File: config.mk
export PLATFORM = sky130hd
export DESIGN_NAME = delaychain_probe
export DESIGN_NICKNAME = d
export VERILOG_FILES = /design/src/rtl/delaychain_probe.sv
export SDC_FILE = /design/constraint.sdc
export NUM_CORES = 1
export LEC_CHECK = 0
export CORE_MARGIN = 2
export CORE_UTILIZATION = 49
export CTS_CLUSTER_DIAMETER = 100
export DETAILED_ROUTE_END_ITERATION = 8
export GPL_ROUTABILITY_DRIVEN = 0
export GPL_TIMING_DRIVEN = 0
export PLACE_DENSITY = 0.77
export SYNTH_ARGS = -nofsm -noshare
export SYNTH_HDL_FRONTEND = slang
export SYNTH_SLANG_ARGS = --single-unit
File: constraint.sdc
create_clock -name clk -period 3 [get_ports clk]
set_clock_uncertainty 0.2 [all_clocks]
set_input_delay 0.9 -clock clk [delete_from_list [all_inputs] [get_ports clk]]
set_output_delay 0.9 -clock clk [all_outputs]
set_load 0.01 [all_outputs]
File: src/rtl/delaychain_probe.sv
// delaychain_probe: launches a transition into a delay chain and measures its synchronized round-trip in clk cycles.
// Keeps min/max/count statistics across successful runs; aborts with a sticky error on timeout.
module delaychain_probe #(
    parameter int CNT_W       = 16,
    parameter int TIMEOUT     = 65535,
    parameter int SYNC_STAGES = 2
) (
    input  logic             clk,
    input  logic             rst,
    input  logic             start,
    input  logic             clr_stats,
    input  logic             echo,
    output logic             launch,
    output logic             busy,
    output logic             done,
    output logic             timeout,
    output logic             err,
    output logic [CNT_W-1:0] delay_cnt,
    output logic [CNT_W-1:0] min_cnt,
    output logic [CNT_W-1:0] max_cnt,
    output logic [7:0]       meas_cnt
);
    localparam logic [1:0] IDLE = 2'd0;
    localparam logic [1:0] ARM  = 2'd1;
    localparam logic [1:0] WAIT = 2'd2;

    logic [1:0]             state_q, state_d;
    logic [SYNC_STAGES-1:0] sync_q;
    logic [CNT_W-1:0]       cnt_q, cnt_d, delay_q, delay_d, min_q, min_d, max_q, max_d;
    logic [7:0]             meas_q, meas_d;
    logic                   launch_q, launch_d, done_q, done_d, to_q, to_d, err_q, err_d;
    logic                   matched, at_limit, capture, abort;

    assign matched  = sync_q[SYNC_STAGES-1] == launch_q;
    assign at_limit = cnt_q == CNT_W'(TIMEOUT);
    assign capture  = state_q == WAIT && matched;
    assign abort    = (state_q == ARM || state_q == WAIT) && !matched && at_limit;

    always_comb begin
        state_d  = state_q;
        cnt_d    = cnt_q;
        launch_d = launch_q;
        case (state_q)
            IDLE: begin
                state_d = start ? ARM : IDLE;
                cnt_d   = '0;
            end
            ARM: begin
                state_d  = matched ? WAIT : (at_limit ? IDLE : ARM);
                launch_d = matched ? ~launch_q : launch_q;
                cnt_d    = matched ? '0 : cnt_q + CNT_W'(1);
            end
            WAIT: begin
                state_d = (matched || at_limit) ? IDLE : WAIT;
                cnt_d   = cnt_q + CNT_W'(1);
            end
            default: state_d = IDLE;
        endcase
        done_d  = capture;
        to_d    = abort;
        delay_d = capture ? cnt_q : (abort ? '1 : delay_q);
        // A clear coinciding with a capture wins: the sample is dropped from the stats.
        min_d   = clr_stats ? '1 : (capture && cnt_q < min_q ? cnt_q : min_q);
        max_d   = clr_stats ? '0 : (capture && cnt_q > max_q ? cnt_q : max_q);
        meas_d  = clr_stats ? '0 : (capture && meas_q != 8'hFF ? meas_q + 8'd1 : meas_q);
        err_d   = clr_stats ? 1'b0 : (abort | err_q);
    end

    always_ff @(posedge clk or posedge rst) begin
        if (rst) begin
            state_q  <= IDLE;
            sync_q   <= '0;
            cnt_q    <= '0;
            launch_q <= 1'b0;
            done_q   <= 1'b0;
            to_q     <= 1'b0;
            err_q    <= 1'b0;
            delay_q  <= '0;
            min_q    <= '1;
            max_q    <= '0;
            meas_q   <= '0;
        end else begin
            state_q  <= state_d;
            sync_q   <= {sync_q[SYNC_STAGES-2:0], echo};
            cnt_q    <= cnt_d;
            launch_q <= launch_d;
            done_q   <= done_d;
            to_q     <= to_d;
            err_q    <= err_d;
            delay_q  <= delay_d;
            min_q    <= min_d;
            max_q    <= max_d;
            meas_q   <= meas_d;
        end
    end

    assign launch    = launch_q;
    assign busy      = state_q != IDLE;
    assign done      = done_q;
    assign timeout   = to_q;
    assign err       = err_q;
    assign delay_cnt = delay_q;
    assign min_cnt   = min_q;
    assign max_cnt   = max_q;
    assign meas_cnt  = meas_q;
endmodule

==> impl_metrics.toml, run 1 <==
[clock_network]
cts_tree = "built"
post_cts_resized = 0
cts_buffers = 9
root_buffer = "clkbuf_8"
cts_setup_buffers = 0
path_clk_slew_ns = 0.08
clkLatencyLatePin_ns = 0.35
holdBufCountCts = 0
cts_buffer_depth = 2
cts_sinks = 80
htreeDepth = 3

[floorplanning]
initial_core_util_pct = 51.0
io_pins = 66
rows = 33
die_h_um = 96.7
die_w_um = 96.7
core_um2 = 8260
dieArea_um2 = 9350

[sta]
maxSlewViolCount = 0
tightest_slew_ns = 0.837
slew_headroom_pct = 44.1
rsz0062_at_grt = "no"
fin_setup_tns_ns = 0
timing.fmax_mhz = 360
fin_crit_ns = 2.78
setup_viol_count_final = 0
timing.final.ws_setup_ns = 0.221
hold_viol_final = 0
finalCritPeriodShare_pct = 92.6

[layout]
n_antenna_cell = 0
layout.nets = 501
area.growth.synth_to_final_pct = 24.2
drive_above_1_share_pct = 12.3

[logic_synthesis]
synth_top_area_share_pct = 38.0
yosysWarningCount = 0
synth_top_area_cell = "dfrtp_1"
synth_cell_types = 53
ys.flop_type = "dfrtp_1"
ys_seq_area_share_pct = 48.0
synth_common_cells = "dfrtp_1 (64), ha_1 (38), inv_1 (38), o22a_1 (31), nor2_1 (30)"
synth_nets = 424
synth_most_common_cell = "dfrtp_1"
async_flop_share_pct = 100
yosys_register_bits = 80
synthCells = 381
synth_area_leaders = "dfrtp_1 (38%), ha_1 (11%), dfstp_2 (10%)"
synth_edf_count = 0
syn_area_per_cell_um2 = 11.0
syn-cell-area_um2 = 4210

[routing]
wirelength_mm = 9.49
drc = 0
ant_nets = 0
dr.pass1.iters = 4
vias = 3186
drtIter0Drc = 213
wl_per_cell_um = 16.7
vias_per_cell = 5.61

[job]
max-cap-violations = 0

[setup_path]
critPathLaunch = "cnt_q[15]"
r2r_end = "max_cnt[13]"
reg2reg_slack_ns = 0.22
cp_data_arrival_time_ns = 2.87
endpoint = "max_cnt[13]"
ff2ff_path_depth = 8
path_max_fanout = 10
worstReg2RegStart = "cnt_q[15]"
critPathKind = "reg2reg"
required_ns = 3.09
worstSetupStartpointType = "register"
end_kind = "register"

[power_and_ir_drop]
leakagePower_uw = 0.00243
pwr_density_cell_nw_per_um2 = 651
ir_worst_vdd_uv = 377

[grt]
grt_use_total_pct = 21.0
grt_pass1_vias = 3117
grt_max_degree = 44
grt_overflow = 0
grt_pass1_wl_mm = 15.8
grt_antenna_before_repair = 0

[status]
status = "finished clean"

[placed_design]
io_buffers = 65
hpwl_mm = 6.86
preCtsSetupSlack_ns = 0.250

[hold_path]
hold_class = "reg2reg"
## sequential cells by signal, summed over array words and instances, names as in the netlist
name / cells
delay_cnt: 16
sync_q: 2
state_q: 2
min_cnt: 16
done: 1
err: 1
cnt_q: 16
launch: 1
max_cnt: 16
meas_cnt: 8
timeout: 1
## layout make-up
cell class	count	area [um2]
well taps	105	131
clock buffers	13	149
clock inverters	3	65.1
plain buffers	16	114
multi-input cells	247	1930
fillers	676	3030
flip-flops and latches	80	2020
repair buffers	66	671
inverters	38	146
## cell usage in the layout, fill, tap and decap left out, drive strengths merged, types with 6 or more instances in the layout
cell           instances
clkbuf                21
a22o                  15
dfstp                 16
clkdlybuf4s50         65
nand2                 19
ha                    38
nand3                  9
o21ai                 18
nand4                 10
inv                   37
nor2                  32
buf                    9
a21oi                 12
xor2                  10
xnor2                  6
dfrtp                 64
o22a                  31
## logic make-up (layout without fill, tap and decap cells)
family / count (synthesis) / after routing / synth area share, %
XOR/XNOR: 16 / 16 / 3.51
AND/OR/NAND/NOR: 90 / 90 / 11.3
AO/OA/AOI/OAI: 100 / 100 / 19.0
multiplexers: 3 / 3 / 0.713
adder cells (fa/ha/maj): 38 / 38 / 11.3
buffers and inverters: 54 / 136 / 6.09
flip-flops: 80 / 80 / 48.0
## power by group
part | internal, uW | total (uW) | switching [uW]
Sequential | 1300 | 1450 | 152
Combinational | 573 | 1080 | 503
Clock | 492 | 878 | 386
Total | 2370 | 3410 | 1040
## how the worst min path moves through the flow
| stage | start | endpoint | slack [ns] | depth (start not counted) |
|---|---|---|---|---|
| 2_1_floorplan | sync_q[0] | sync_q[1] | 0.13 | 0 |
| 3_3_place_gp | sync_q[0] | sync_q[1] | 0.13 | 0 |
| 3_5_place_dp | sync_q[0] | sync_q[1] | 0.14 | 0 |
| 4_1_cts | sync_q[0] | sync_q[1] | 0.16 | 0 |
| 5_1_grt | sync_q[0] | sync_q[1] | 0.19 | 0 |
| 6_report | sync_q[0] | sync_q[1] | 0.16 | 0 |
## metal layers
layer	wire length, um	track usage (%)
met1	4310	29.5
met2	4580	32.7
met3	458	3.83
met4	145	7.48
met5	0	0
## through the flow
stage / area [um2] / cells / hold slack, ns / utilization, % / power [uW]
6_report: 5230 / 568 / 0.155 / 63.3 / 3410
5_1_grt: 5230 / 568 / 0.189 / 63.3 / 3590
4_1_cts: 5230 / 568 / 0.156 / 63.3 / 3430
3_5_place_dp: 5010 / 552 / 0.137 / 60.7 / 2550
3_3_place_gp: 4990 / 551 / 0.133 / 60.5 / 2510
2_1_floorplan: 4210 / 381 / 0.131 / - / 2030
## critical path: stages (launching register included)
cell     delay (ns)
dfrtp_1        0.57
ha_1           0.34
nand4_2        0.15
nor3_1         0.07
nor4_1         0.48
a31oi_4        0.17
nor2_2         0.27
buf_2          0.29
a22o_1         0.18
Power figures use the tool's default switching activity.
==> inputs of run 2 (changes only) <==
--- a/config.mk
+++ b/config.mk
@@ -8,10 +8,12 @@
 export CORE_MARGIN = 2
 export CORE_UTILIZATION = 49
 export CTS_CLUSTER_DIAMETER = 100
+export CTS_CLUSTER_SIZE = 20
 export DETAILED_ROUTE_END_ITERATION = 8
 export GPL_ROUTABILITY_DRIVEN = 0
 export GPL_TIMING_DRIVEN = 0
 export PLACE_DENSITY = 0.77
+export REMOVE_ABC_BUFFERS = 1
 export SYNTH_ARGS = -nofsm -noshare
 export SYNTH_HDL_FRONTEND = slang
 export SYNTH_SLANG_ARGS = --single-unit
==> impl_metrics.toml, run 2 (synthesis results as in run 1) <==
[clock_network]
clkLatencyLatePin_ns = 0.36
path_clk_slew_ns = 0.09
cts_tree = "built"
cts_sinks = 80
root_buffer = "clkbuf_8"
cts_setup_buffers = 0
cts_buffer_depth = 2
htreeDepth = 3
cts_buffers = 9

[setup_path]
critPathKind = "reg2reg"
required_ns = 3.08
path_max_fanout = 16
end_kind = "register"
critPathLaunch = "cnt_q[11]"
endpoint = "min_cnt[5]"
worstSetupStartpointType = "register"
reg2reg_slack_ns = 0.15
cp_data_arrival_time_ns = 2.94
r2r_end = "min_cnt[5]"
worstReg2RegStart = "cnt_q[11]"
ff2ff_path_depth = 7

[layout]
fin_area_um2 = 5130
fin_cells = 552
finish.utilization_pct = 62.2
n_antenna_cell = 0
area.growth.synth_to_final_pct = 22.0
layout_common_cells = "clkdlybuf4s50_1 (65), dfrtp_1 (64), ha_1 (38)"
drive_above_1_share_pct = 11.6
layout_commonest_cell = "clkdlybuf4s50_1"
layout.nets = 485

[grt]
globalRouteMet1Util_pct = 27.0
grt_pass1_wl_mm = 14.8
use_met2_pct = 30.1
grt_antenna_before_repair = 0
grt_max_degree = 45
top_usage_layer = "met2"
grt_overflow = 0
grt_use_total_pct = 19.3
grt_pass1_vias = 3041
use_met3_pct = 3.03

[placed_design]
placed_area_um2 = 4900
io_buffers = 65
dp_cells = 536
hpwl_mm = 6.31

[sta]
maxSlewViolCount = 0
setup_viol_count_final = 0
rsz0062_at_grt = "no"
slew_headroom_pct = 61.8
hold_viol_final = 0
timing.fmax_mhz = 351
tightest_slew_ns = 0.572
fin_crit_ns = 2.85
finalCritPeriodShare_pct = 95.1

[floorplanning]
dieArea_um2 = 9350
die_w_um = 96.7
initial_core_util_pct = 51.0
die_h_um = 96.7
core_um2 = 8260
rows = 33
io_pins = 66

[routing]
ant_nets = 0
drc = 0
wirelength_mm = 8.85
drtIter0Drc = 126
dr.pass1.iters = 4
vias_per_cell = 5.59
wl_per_cell_um = 16.0
vias = 3084

[status]
status = "finished clean"

[power_and_ir_drop]
pwr_density_cell_nw_per_um2 = 658
p_total_uw = 3380
leakagePower_uw = 0.00238
ir_worst_vdd_uv = 475

[hold_path]
hold_class = "reg2reg"

[job]
max-cap-violations = 0
-- run 2: cell count changes in the layout (fill, tap and decap cells not counted), sizes merged --
cell / previous run / this run
clkinv: 1 / 0
buf: 9 / 1
inv: 37 / 39
clkinvlp: 1 / 3
clkbuf: 21 / 10
-- run 2: final cells by class --
type | count | area [um2]
Clock buffer | 10 | 138
Clock inverter | 6 | 91.3
Fill cell | 652 | 3120
Inverter | 38 | 145
Multi-Input combinational cell | 247 | 1940
Sequential cell | 80 | 2020
Tap cell | 105 | 131
Timing Repair Buffer | 66 | 671
-- run 2: how the worst min path moves through the flow --
stage          startpoint         to  slack (ns)  cells past startpoint
2_1_floorplan   sync_q[0]  sync_q[1]        0.13                      0
3_3_place_gp    sync_q[0]  sync_q[1]        0.13                      0
3_5_place_dp    sync_q[0]  sync_q[1]        0.16                      0
4_1_cts         sync_q[0]  sync_q[1]        0.18                      0
5_1_grt         sync_q[0]  sync_q[1]        0.20                      0
6_report        sync_q[0]  sync_q[1]        0.19                      0
-- run 2: timing repair --
item                                    CTS  global route
endpoints found under the setup margin    0            15
hold buffers                              0             0
gates resized for setup                   0             1
-- run 2: per-stage QoR --
stage / setup TNS [ns] / hold slack [ns] / setup WS, ns
after global placement: -94.79 / 0.134 / -1.32
after CTS: 0 / 0.183 / 0.158
final: 0 / 0.190 / 0.147
after global routing: 0 / 0.201 / 0.00377
after floorplan: -8.02 / 0.131 / -0.125
after detailed placement: -1.10 / 0.162 / -0.0856
-- run 2: power by group --
part	internal [uW]	switching (uW)
clock	494	405
combinational	549	484
sequential	1300	148
total	2340	1040
-- run 2: per-layer routing --
metal / vias to the layer above / part of all wire [%] / wire length, um
met1: 1510 / 47 / 4120
li1: 1485 / - / -
met3: 18 / 3.9 / 346
met5: - / 0 / 0
met2: 71 / 47 / 4190
met4: 0 / 2.1 / 188
-- run 2: critical path: stages (launching register included) --
cell and delay, ns:
dfrtp_1 0.61, ha_1 0.34, a21oi_1 0.14, o21ai_0 0.14, a211oi_1 0.36, o21ai_1 0.21, a211o_1 0.51, o22a_1 0.27
